--- config.mk ---
export PLATFORM = sky130hd
export DESIGN_NAME = taglist_player
export DESIGN_NICKNAME = d
export VERILOG_FILES = /design/src/rtl/taglist_player.sv
export SDC_FILE = /design/constraint.sdc
export NUM_CORES = 1
export LEC_CHECK = 0
export CORE_MARGIN = 1.5
export CORE_UTILIZATION = 47
export DETAILED_ROUTE_END_ITERATION = 12
export PLACE_DENSITY = 0.91
export SLEW_MARGIN = 20
export SYNTH_ARGS = -nofsm -noshare
export SYNTH_HDL_FRONTEND = slang
export SYNTH_SLANG_ARGS = --single-unit
--- constraint.sdc ---
create_clock -name clk_1KHz -period 2.55 [get_ports clk_1KHz]
set_clock_uncertainty 0.15 [all_clocks]
set_input_delay 0.51 -clock clk_1KHz [delete_from_list [all_inputs] [get_ports clk_1KHz]]
set_output_delay 0.51 -clock clk_1KHz [all_outputs]
set_load 0.005 [all_outputs]
--- src/rtl/taglist_player.sv ---
// ============================================================================
// Module  : taglist_player
// Purpose : Reads one taglist entry, validates it, then steps the tag ROM
//           address from first to last. Optional macro: TAGLIST_LOOP_EN.
// Rev     : 1.0  initial release
// ============================================================================
`default_nettype none

module taglist_player #(
  parameter int AW       = 10,
  parameter int SW       = 7,
  parameter int STEP_DIV = 1
) (
  input  logic          clk_1KHz,
  input  logic          reset_n,
  input  logic          start,
  input  logic [SW-1:0] seq_sel,
  input  logic          stop,
`ifdef TAGLIST_LOOP_EN
  input  logic          loop,
`endif
  output logic [SW-1:0] ram_addr,
  output logic          ram_rd,
  input  logic [31:0]   ram_data,
  output logic [AW-1:0] rom_addr,
  output logic          rom_valid,
  output logic          seq_last,
  output logic          rom_end,
  output logic          busy,
  output logic          done,
  output logic          err
);

  localparam int             FIRST_LSB = AW + 1;
  localparam int             SEQ_LSB   = 2 * AW + 1;
  localparam int             RSV_LSB   = 2 * AW + SW + 1;
  localparam int             CW        = (STEP_DIV > 1) ? $clog2(STEP_DIV) : 1;
  localparam logic [CW-1:0]  STEP_LAST = CW'(STEP_DIV - 1);

  typedef enum logic [2:0] {
    IDLE  = 3'd0,
    FETCH = 3'd1,
    CHECK = 3'd2,
    PLAY  = 3'd3,
    DONE  = 3'd4
  } state_t;

  state_t        state_q, state_d;
  logic [SW-1:0] seq_q, seq_d;
  logic          ram_rd_q, ram_rd_d;
  logic [AW-1:0] cur_q, cur_d;
  logic [AW-1:0] last_q, last_d;
  logic          rom_end_q, rom_end_d;
  logic [CW-1:0] step_q, step_d;
  logic          err_q, err_d;
`ifdef TAGLIST_LOOP_EN
  logic [AW-1:0] first_q, first_d;
`endif

  logic [AW-1:0] w_first;
  logic [AW-1:0] w_last;
  logic          w_bad_entry;
  logic          w_step_end;
  logic          w_at_last;

  assign w_first     = ram_data[FIRST_LSB +: AW];
  assign w_last      = ram_data[1 +: AW];
  assign w_bad_entry = ((ram_data >> RSV_LSB) != 32'd0) ||
                       (ram_data[SEQ_LSB +: SW] != seq_q) ||
                       (w_first > w_last);
  assign w_step_end  = (step_q == STEP_LAST);
  assign w_at_last   = (cur_q == last_q);

  always_comb begin
    state_d   = state_q;
    seq_d     = seq_q;
    ram_rd_d  = 1'b0;
    cur_d     = cur_q;
    last_d    = last_q;
    rom_end_d = rom_end_q;
    step_d    = step_q;
    err_d     = err_q;
`ifdef TAGLIST_LOOP_EN
    first_d   = first_q;
`endif
    case (state_q)
      IDLE: begin
        // start wins over a simultaneous stop here; stop only aborts work in flight
        if (start) begin
          seq_d    = seq_sel;
          ram_rd_d = 1'b1;
          err_d    = 1'b0;
          state_d  = FETCH;
        end
      end
      FETCH: begin
        state_d = stop ? DONE : CHECK;
      end
      CHECK: begin
        if (stop) begin
          state_d = DONE;
        end else if (w_bad_entry) begin
          err_d   = 1'b1;
          state_d = DONE;
        end else begin
          cur_d     = w_first;
          last_d    = w_last;
          rom_end_d = ram_data[0];
          step_d    = '0;
`ifdef TAGLIST_LOOP_EN
          first_d   = w_first;
`endif
          state_d   = PLAY;
        end
      end
      PLAY: begin
        if (stop) begin
          state_d = DONE;
        end else if (w_step_end) begin
          step_d = '0;
          if (w_at_last) begin
`ifdef TAGLIST_LOOP_EN
            if (loop) begin
              cur_d = first_q;
            end else begin
              state_d = DONE;
            end
`else
            state_d = DONE;
`endif
          end else begin
            cur_d = cur_q + AW'(1);
          end
        end else begin
          step_d = step_q + CW'(1);
        end
      end
      DONE: begin
        state_d = IDLE;
      end
      default: begin
        state_d = IDLE;
      end
    endcase
  end

  always_ff @(posedge clk_1KHz or negedge reset_n) begin
    if (!reset_n) begin
      state_q   <= IDLE;
      seq_q     <= '0;
      ram_rd_q  <= 1'b0;
      cur_q     <= '0;
      last_q    <= '0;
      rom_end_q <= 1'b0;
      step_q    <= '0;
      err_q     <= 1'b0;
`ifdef TAGLIST_LOOP_EN
      first_q   <= '0;
`endif
    end else begin
      state_q   <= state_d;
      seq_q     <= seq_d;
      ram_rd_q  <= ram_rd_d;
      cur_q     <= cur_d;
      last_q    <= last_d;
      rom_end_q <= rom_end_d;
      step_q    <= step_d;
      err_q     <= err_d;
`ifdef TAGLIST_LOOP_EN
      first_q   <= first_d;
`endif
    end
  end

  // Outputs decode straight from flops so an async reset clears them at once
  assign ram_addr  = seq_q;
  assign ram_rd    = ram_rd_q;
  assign rom_addr  = cur_q;
  assign rom_valid = (state_q == PLAY) && (step_q == '0);
  assign seq_last  = (state_q == PLAY) && w_at_last;
  assign rom_end   = (state_q == PLAY) && rom_end_q;
  assign busy      = (state_q != IDLE);
  assign done      = (state_q == DONE);
  assign err       = err_q;

endmodule

`default_nettype wire
==> results.py, run 1 <==
metrics = {
    "outcome": {
        "status": "finished, final reports clean",
    },
    "floorplan": {
        "die_x_um": 70.1,
        "dieArea_sq_um": 4910,
        "die_h_um": 70.1,
        "num_rows": 24,
        "ioPinCount": 67,
        "start_util_pct": 48.5,
        "core-area_sq_um": 4350,
    },
    "final_layout": {
        "syn_to_final_growth_pct": 49.5,
        "diodes": 0,
        "utilization_pct": 72.6,
        "layout.nets": 353,
        "design_area_sq_um": 3160,
        "layout-drive-gt1-share_pct": 26.7,
        "final_cells": 352,
        "n_fill_cell": 270,
    },
    "power_and_ir_drop": {
        "p_total_mw": 2.62,
        "vdd_drop_max_uv": 475,
        "power_density_nw_per_um2": 829,
        "p_leak_nw": 1.44,
    },
    "critical_path": {
        "end_kind": "flop",
        "critical_path_required_ps": 2570,
        "slowest_delay_ps": 410,
        "r2r_slack_ps": 500,
        "crit_arrival_ps": 2520,
        "cp_max_fo": 7,
        "cp-start-kind": "input port",
        "crit_slowest_cell": "a2111o_1",
        "path_cells": "dlygate4sd2_1, ha_1, nand4_1, a211oi_2, a2111o_1, and2_1, nand4b_4, buf_12, mux2_4",
        "crit_type": "input port to flop",
    },
    "clocking": {
        "clock_latency_ps": 290,
        "clock-root-buffer": "clkbuf_8",
        "clock_sinks": 33,
        "clk_path_buf_depth": 2,
        "cts_tree": "built",
        "cts_max_level": 2,
        "cts.hold.buffers_added": 0,
        "cts_buffers": 5,
        "clkSlewWorstSetupHoldPaths_ps": 70,
    },
    "detailed_routing": {
        "wl_mm": 6.43,
        "routed-via-count": 2058,
        "via_per_inst": 5.85,
        "drc_errors": 0,
        "wl_per_cell_um": 18.3,
        "drt-initial-drc-count": 202,
        "final_antenna_net_count": 0,
        "firstDrtPassIters": 5,
    },
    "sta": {
        "worst_pin_slew_ps": 439,
        "rsz0062_at_grt": "yes",
        "setup_violations": 0,
        "hold_viol": 0,
        "fmax_ghz": 0.400,
        "fin_setup_tns_ps": 0,
        "slew_viol_final": 0,
        "min_period_ps": 2500,
        "post-route-period-util_pct": 98.1,
        "relSlewSlack_pct": 70.8,
    },
    "global_routing": {
        "grt_max_degree": 34,
        "grt_pass1_wl_mm": 10.3,
        "gr-total-overflow": 0,
        "grt_usage_pct": 27.2,
        "grt_pass1_vias": 2053,
        "antenna_found_initial": 0,
    },
    "placed_design": {
        "dp_hpwl_mm": 4.49,
        "placed_area_sq_um": 2980,
        "place.gp.congestion": 0.858,
        "dp_cells": 341,
        "io_buffers": 66,
    },
    "synthesis": {
        "synthDistinctLibCells": 42,
        "synth_flop_cell": "dfrtp_1",
        "synth_top_area_cell": "dfrtp_1",
        "avgSynthCellArea_sq_um": 10.2,
        "netlist_top_cells_area": "dfrtp_1 (39%), ha_1 (6.5%), mux2_4 (5.7%), mux2_2 (5.3%), xnor2_1 (4.1%)",
        "synth_top_area_share_pct": 39.1,
        "syn_nets": 262,
        "ys_ff_latch": 33,
        "async_reset_ff_share_pct": 100,
        "synth_edf_count": 0,
        "seq_area_frac_synth_pct": 39.1,
        "synth_area_sq_um": 2110,
        "synth_warnings": 0,
        "synthCells": 208,
    },
    "flow_run": {
        "max_cap_violations": 0,
    },
    "hold_path": {
        "hold_class": "input port to flop",
    },
}
-- cell usage in the layout (no fill, tap or decap), drive strengths merged, types with 2 or more instances in the layout --
cell type      synthesis  final
mux2                  18     18
dlygate4sd2            0     14
buf                    3     25
nor4                   3      3
xor2                   7      7
ha                    11     11
dfrtp                 33     33
or3                    3      3
a211oi                 2      2
dlymetal6s2s           0      3
nor3                   4      4
and3                   2      2
o21ai                 11     11
nand3                  7      7
nand4                  5      5
and2                   4      4
a21oi                 12     12
xnor2                 10     10
a31oi                 11     11
o22ai                  2      2
nand2                 18     18
a21o                   2      2
clkdlybuf4s50          0     45
clkbuf                 4     11
nor2                   5      5
nand2b                 4      4
inv                   16     16
-- worst max-delay path: cells and delay by family --
family / cells / cell delay [ps]
simple gates: 3 / 530
compound gates: 2 / 480
buf+inv: 2 / 430
mux: 1 / 290
fa+ha+maj: 1 / 270
-- path summary, 6_finish.rpt --
kind	startpoint	end	cells past startpoint
worst max-delay path	ram_data[13]	rom_end_q$_DFFE_PN0P_	9
worst min-delay path	ram_data[4]	last_q[3]$_DFFE_PN0P_	2
worst max register to register	ram_addr[0]$_DFFE_PN0P_	rom_addr[6]$_DFFE_PN0P_	6
min in group asynchronous	reset_n	rom_addr[0]$_DFFE_PN0P_	2
max in group asynchronous	reset_n	last_q[0]$_DFFE_PN0P_	2
worst min register to register	rom_end_q$_DFFE_PN0P_	rom_end_q$_DFFE_PN0P_	1
-- metal layers --
| layer | up-vias | routed length (um) | track usage, % |
|---|---|---|---|
| met4 | 0 | 218 | 12.0 |
| met5 | - | 0 | 0 |
| met3 | 25 | 451 | 5.48 |
| met1 | 986 | 2460 | 33.9 |
| met2 | 117 | 3300 | 45.5 |
| li1 | 930 | - | - |
-- layout make-up --
type | instances | area (sq um) | share of cell area [%]
sequential | 33 | 826 | 26.1
inverter | 16 | 60.1 | 1.90
tap | 52 | 65.1 | 2.06
multi-input combinational | 152 | 1280 | 40.7
clock buffer | 8 | 80.1 | 2.53
timing repair buffer | 91 | 843 | 26.7
-- logic make-up (layout without fill, tap and decap cells) --
family          Yosys count  after routing  share of synthesized area (%)
simple gates             60             60                           16.5
compound gates           46             46                           14.3
flops                    33             33                           39.1
buf+inv                  23            115                           5.62
mux                      18             18                           11.0
xor+xnor                 17             17                           7.05
fa+ha+maj                11             11                           6.51
-- repair_timing --
| action | in CTS | in global routing |
|---|---|---|
| setup buffers | 3 | 0 |
| gates cloned | 0 | 0 |
| pin swaps | 12 | 3 |
| hold endpoints to repair | 0 | 0 |
| setup endpoints to repair | 26 | 15 |
| resized for setup | 31 | 14 |
-- stage by stage --
stage | worst slack, ps | hold slack [ps]
CTS | 3.39 | 379
global route | -38.1 | 347
finish | 49.7 | 335
detailed placement | -613 | 366
global placement | -546 | 339
floorplan | 2.82 | 64.4
-- Yosys cell counts, types with 2 or more instances --
library cell   n
mux2_4         8
nor2_1         5
o21ai_0       10
and3_1         2
or3_1          3
o22ai_1        2
clkbuf_1       3
nand3_1        7
buf_6          3
a21oi_1       11
xnor2_1       10
dfrtp_1       33
a211oi_1       2
nand2b_1       4
xor2_1         7
ha_1          11
nand2_1       18
mux2_2        10
nor3_1         4
nand4_1        5
inv_1         16
and2_1         3
a21o_1         2
nor4_1         2
a31oi_1       10
-- registers in the layout (all words and copies together) (netlist names) --
register / flops
err: 1
last_q: 10
ram_addr: 7
ram_rd: 1
rom_addr: 10
rom_end_q: 1
state_q: 3
-- power breakdown --
group	leakage [nW]	switching [mW]	internal, mW
Clock	0.0395	0.189	0.194
Sequential	0.415	0.179	0.696
Combinational	0.983	0.602	0.759
Note: power is estimated with default switching activity, not from simulation.
==> run 2, diff against run 1 <==
--- a/config.mk
+++ b/config.mk
@@ -8,6 +8,7 @@
 export CORE_MARGIN = 1.5
 export CORE_UTILIZATION = 47
 export DETAILED_ROUTE_END_ITERATION = 12
+export GPL_TIMING_DRIVEN = 0
 export PLACE_DENSITY = 0.91
 export SLEW_MARGIN = 20
 export SYNTH_ARGS = -nofsm -noshare
==> run 2 against run 1 <==
  * The run now ends with hold timing left
  * First-iteration DRC count shrank 4.5%
  * Worst hold slack lost 350 ps
  * Non-clock buffer count shrank 7
  * Global-route usage shrank 0.40 points
  * Core utilization shrank 1.1 points
  * Clock power shrank 5.8%
  * Register-to-register slack lost 150 ps
  * Power shrank 1.5%
  * Count of clock-buffer cells in the layout shrank 3
==> results.py, run 2 (synthesis results as in run 1) <==
metrics = {
    "clocking": {
        "cts_buffers": 5,
        "clk_path_buf_depth": 2,
        "clock-root-buffer": "clkbuf_8",
        "clock_latency_ps": 290,
        "cts_tree": "built",
        "clock_sinks": 33,
        "cts.hold.buffers_added": 0,
        "cts_max_level": 2,
        "clkSlewWorstSetupHoldPaths_ps": 60,
    },
    "power_and_ir_drop": {
        "p_leak_nw": 1.40,
        "power_density_nw_per_um2": 829,
        "vdd_drop_max_uv": 491,
    },
    "final_layout": {
        "n_fill_cell": 290,
        "layout-drive-gt1-share_pct": 32.2,
        "layout.nets": 347,
        "diodes": 0,
        "utilization_pct": 71.5,
        "layout_common_cells": "clkdlybuf4s50_1 (41), dfrtp_1 (32), nand2_1 (18), clkbuf_2 (15), buf_4 (11)",
        "syn_to_final_growth_pct": 47.2,
        "final_common_cell": "clkdlybuf4s50_1",
    },
    "global_routing": {
        "grt_usage_pct": 26.8,
        "gr-total-overflow": 0,
        "grt_max_degree": 20,
        "grt_pass1_wl_mm": 10.2,
        "antenna_found_initial": 0,
        "grt_pass1_vias": 2026,
    },
    "placed_design": {
        "io_buffers": 66,
        "place.gp.congestion": 0.878,
        "dp_hpwl_mm": 4.32,
        "dpl_worst_slack_ps": -706,
    },
    "outcome": {
        "status": "finished, violations left",
        "violations": "hold timing",
    },
    "floorplan": {
        "dieArea_sq_um": 4910,
        "core-area_sq_um": 4350,
        "num_rows": 24,
        "start_util_pct": 48.5,
        "die_x_um": 70.1,
        "die_h_um": 70.1,
        "ioPinCount": 67,
    },
    "sta": {
        "rsz0062_at_grt": "no",
        "relSlewSlack_pct": 64.1,
        "min_period_ps": 2500,
        "fin_ws_ps": 50.8,
        "fmax_ghz": 0.400,
        "slew_viol_final": 0,
        "hold_viol": 14,
        "post-route-period-util_pct": 98.0,
        "fin_setup_tns_ps": 0,
        "worst_pin_slew_ps": 534,
        "setup_violations": 0,
        "hold_ws_ps": -10.6,
    },
    "critical_path": {
        "cp-start-kind": "input port",
        "r2r_cells": 8,
        "r2r-end": "rom_addr[5]$_DFFE_PN0P_",
        "end_kind": "flop",
        "r2r_slack_ps": 350,
        "critical_path.endpoint": "last_q[3]$_DFFE_PN0P_",
        "cp_max_fo": 5,
        "critical_path_required_ps": 2570,
        "crit_type": "input port to flop",
        "r2r_start": "state_q[2]$_DFFE_PN0P_",
        "crit_arrival_ps": 2520,
        "cp-startpoint": "ram_data[4]",
    },
    "hold_path": {
        "hold_class": "input port to async pin",
    },
    "detailed_routing": {
        "drc_errors": 0,
        "wl_per_cell_um": 18.5,
        "drt-initial-drc-count": 193,
        "via_per_inst": 6.06,
        "wl_mm": 6.35,
        "firstDrtPassIters": 5,
        "final_antenna_net_count": 0,
        "routed-via-count": 2086,
    },
    "flow_run": {
        "max_cap_violations": 0,
    },
}
-- run 2: changes by cell type in the layout (fill, tap and decap cells not counted), moves of 2 or more --
cell             delta
buf_16              +2
buf_2               +3
buf_4              -11
dlygate4sd2_1      -10
clkdlybuf4s50_1     -4
clkbuf_2           +12
-- run 2: worst min path at each step --
stage,from,to,slack (ps),cells after the start
final,reset_n,ram_addr[3]$_DFFE_PN0P_,-10,1
after global routing,reset_n,ram_addr[3]$_DFFE_PN0P_,10,1
after CTS,reset_n,ram_addr[3]$_DFFE_PN0P_,3,1
after detailed placement,reset_n,ram_addr[3]$_DFFE_PN0P_,300,1
after global placement,rom_end_q$_DFFE_PN0P_,rom_end_q$_DFFE_PN0P_,340,1
after floorplan,reset_n,err$_DFFE_PN0P_,60,0
-- run 2: layout make-up --
type	instances	area, sq um	share of cell area [%]
repair buffers	79	711	22.8
well taps	52	65.1	2.09
clock inverters	1	5.00	0.161
plain buffers	5	52.6	1.69
clock buffers	5	68.8	2.21
flip-flops and latches	33	827	26.6
multi-input cells	153	1320	42.4
inverters	16	63.8	2.05
-- run 2: per-layer routing --
layer,wire length [um],global-route usage (%),up-vias,part of all wire (%)
li1,-,-,919,-
met1,2470,35.5,1007,39
met2,3150,44.0,136,50
met3,554,4.62,24,8.7
met4,176,9.83,0,2.8
met5,0,0,-,0
-- run 2: critical path, stage by stage --
cell	delay, ps
buf_2	110
inv_2	60
ha_4	200
a21o_1	150
a21o_1	170
a2111o_1	410
and2_1	150
nand4b_4	240
buf_12	210
mux2_4	290
-- run 2: metrics by stage --
step	area [sq um]	std cells	total power [mW]
after floorplan	2150	208	1.50
after global placement	2880	326	2.05
after detailed placement	2900	327	2.10
after CTS	3120	340	2.49
after global routing	3110	344	2.73
final	3110	344	2.58
-- run 2: report_power, final --
part           total (mW)  internal, mW  switching (mW)
sequential          0.934         0.697           0.237
clock               0.360         0.179           0.180
combinational        1.29         0.721           0.565
total                2.58          1.60           0.982
-- run 2: timing repair --
action,CTS,global route
setup endpoints to repair,28,23
pin swaps,10,11
cloned,1,2
gates resized for setup,51,35
setup buffers,7,3
==> edit: new RTL, settings of run 2 <==
The parameter `AW` goes from 10 to 9.
--- a/src/rtl/taglist_player.sv
+++ b/src/rtl/taglist_player.sv
@@ -9,3 +9,3 @@
 module taglist_player #(
-  parameter int AW       = 10,
+  parameter int AW       = 9,
   parameter int SW       = 7,
Ports: changed (resized rom_addr); port bits go from 67 to 66. No check against the original RTL was run, so the function may have changed too.
==> edit against run 2 <==
Hold slack improved by 150 ps; cell count decreased by 6.1%; cell area shrank 2.8%; wire length down 4.1%; total power decreased by 14%; critical path type unchanged; largest cell class unchanged; critical endpoint is now rom_end_q; area after synthesis is 6.0% lower; setup slack lost 1.2 ps; sequential cell count down 2; core utilization grew 3.6 points.
==> edit: results (changes against run 2) <==
[run_status]
status=complete, no violations  ; was finished, violations left

[global_route]
grt_pass1_wl_mm=9.225  ; was 10.20 mm
first_global_vias=1846  ; was 2,026
grt.total_usage=0.2726  ; was 0.2678
grt_max_degree=32  ; was 20

[logic_synthesis]
synth.distinct_cells=45  ; was 42
synthTopCellsByCount=31 x dfrtp_1, 20 x inv_1, 13 x xnor2_1  ; was 33 x dfrtp_1, 18 x nand2_1, 16 x inv_1
synth_top_cells_by_area=dfrtp_1 39%, mux2_4 7.6%, ha_1 6.3%, xnor2_1 5.7%, mux2_2 4.0%  ; was dfrtp_1 39%, ha_1 6.5%, mux2_4 5.7%, mux2_2 5.3%, xnor2_1 4.1%
synth_area_per_cell_um2=10.62  ; was 10.16 um^2
synth_warnings=0  ; unchanged
seq_area_frac_synth=0.3907  ; was 0.3908
synthesis.nets=240  ; was 262
ys_async_sr_fraction=1.000  ; unchanged

[placed_design]
io_buffers=65  ; was 66
dpl.hpwl_mm=3.898  ; was 4.320 mm
dpl.cell_count=302  ; was 327
gp_congestion=0.9173  ; was 0.8783
place_ws_ps=-693.6  ; was -705.7 ps

[power]
leakage_nw=1.313  ; was 1.398 nW
ir_drop_mv=0.5788  ; was 0.4907 mV

[finish]
drive_gt1_frac=0.3150  ; was 0.3219
num-nets-final=327  ; was 347
instances_no_fill=323  ; was 344

[worst_setup_path]
crit_family=buffers and inverters  ; was compound AO/OA/AOI/OAI gates
worstPathMaxFanout=7  ; was 5
slowest_delay_ps=450  ; was 410 ps
r2r_setup_slack_ps=170  ; was 350 ps
slowest_stage=clkdlybuf4s50_1  ; was a2111o_1

[detailed_routing]
routed_via_density=6.012  ; was 6.064
drtIter0Drc=164  ; was 193
routed_wirelength_mm=6.092  ; was 6.351 mm
first_pass_iters=5  ; unchanged
drcViolationCount=0  ; unchanged

[timing]
max_slew_margin=0.4569  ; was 0.6412
whs_ps=139.2  ; was -10.63 ps
max_freq_mhz=399.9  ; was 400.1 MHz

edit: routing by layer:
layer	wire length [um]	track usage
met4	171	0.1100
met5	0	0
met3	449	0.04934
met2	2975	0.4272
met1	2496	0.3720
edit: final cells by class:
type / instances / area [um^2]
timing repair buffer: 80 / 733.2
multi-input combinational: 134 / 1282
fill: 259 / 1003
inverter: 20 / 78.83
sequential: 31 / 779.5
buffer: 2 / 16.27
tap: 50 / 62.56
clock buffer: 6 / 72.57
edit: kinds of logic (layout without fill, tap and decap cells):
family / after synthesis / in the layout / synth area share
AOI/OAI and AO/OA: 46 / 46 / 0.1790
xor gates and xnor gates: 16 / 16 / 0.07058
adders and majority gates: 10 / 10 / 0.06301
buffers and inverters: 23 / 108 / 0.04726
DFF: 31 / 31 / 0.3907
muxes: 18 / 18 / 0.1210
and+or+nand+nor: 43 / 44 / 0.1285
edit: worst paths after layout:
kind,start,to,cells after the start
worst max-delay path,ram_data[10],rom_end_q,9
worst min-delay path,reset_n,rom_addr[6],1
worst max register to register,state_q[1],rom_addr[1],6
worst min register to register,rom_end_q,rom_end_q,1
max in group asynchronous,reset_n,rom_addr[4],1
min in group clk_1KHz,ram_data[7],last_q[6],2
edit: repair_timing:
action                                  CTS  global route
setup buffers                            12             3
cloned                                    1             0
endpoints found under the setup margin   23            23
resized for setup                        55            15
pin swaps                                13             8
edit: through the flow:
step                area (um^2)  power, mW
floorplan                  1998      1.254
global placement           2711      1.712
detailed placement         2706      1.748
CTS                        2977      2.182
global route               3025      2.353
finish                     3025      2.231
edit: power breakdown:
part | total [mW] | internal, mW | switching, mW | leakage, nW
Clock | 0.357 | 0.182 | 0.176 | 0.0371
Combinational | 1.06 | 0.601 | 0.462 | 0.896
Sequential | 0.810 | 0.635 | 0.175 | 0.380
Total | 2.23 | 1.42 | 0.813 | 1.31
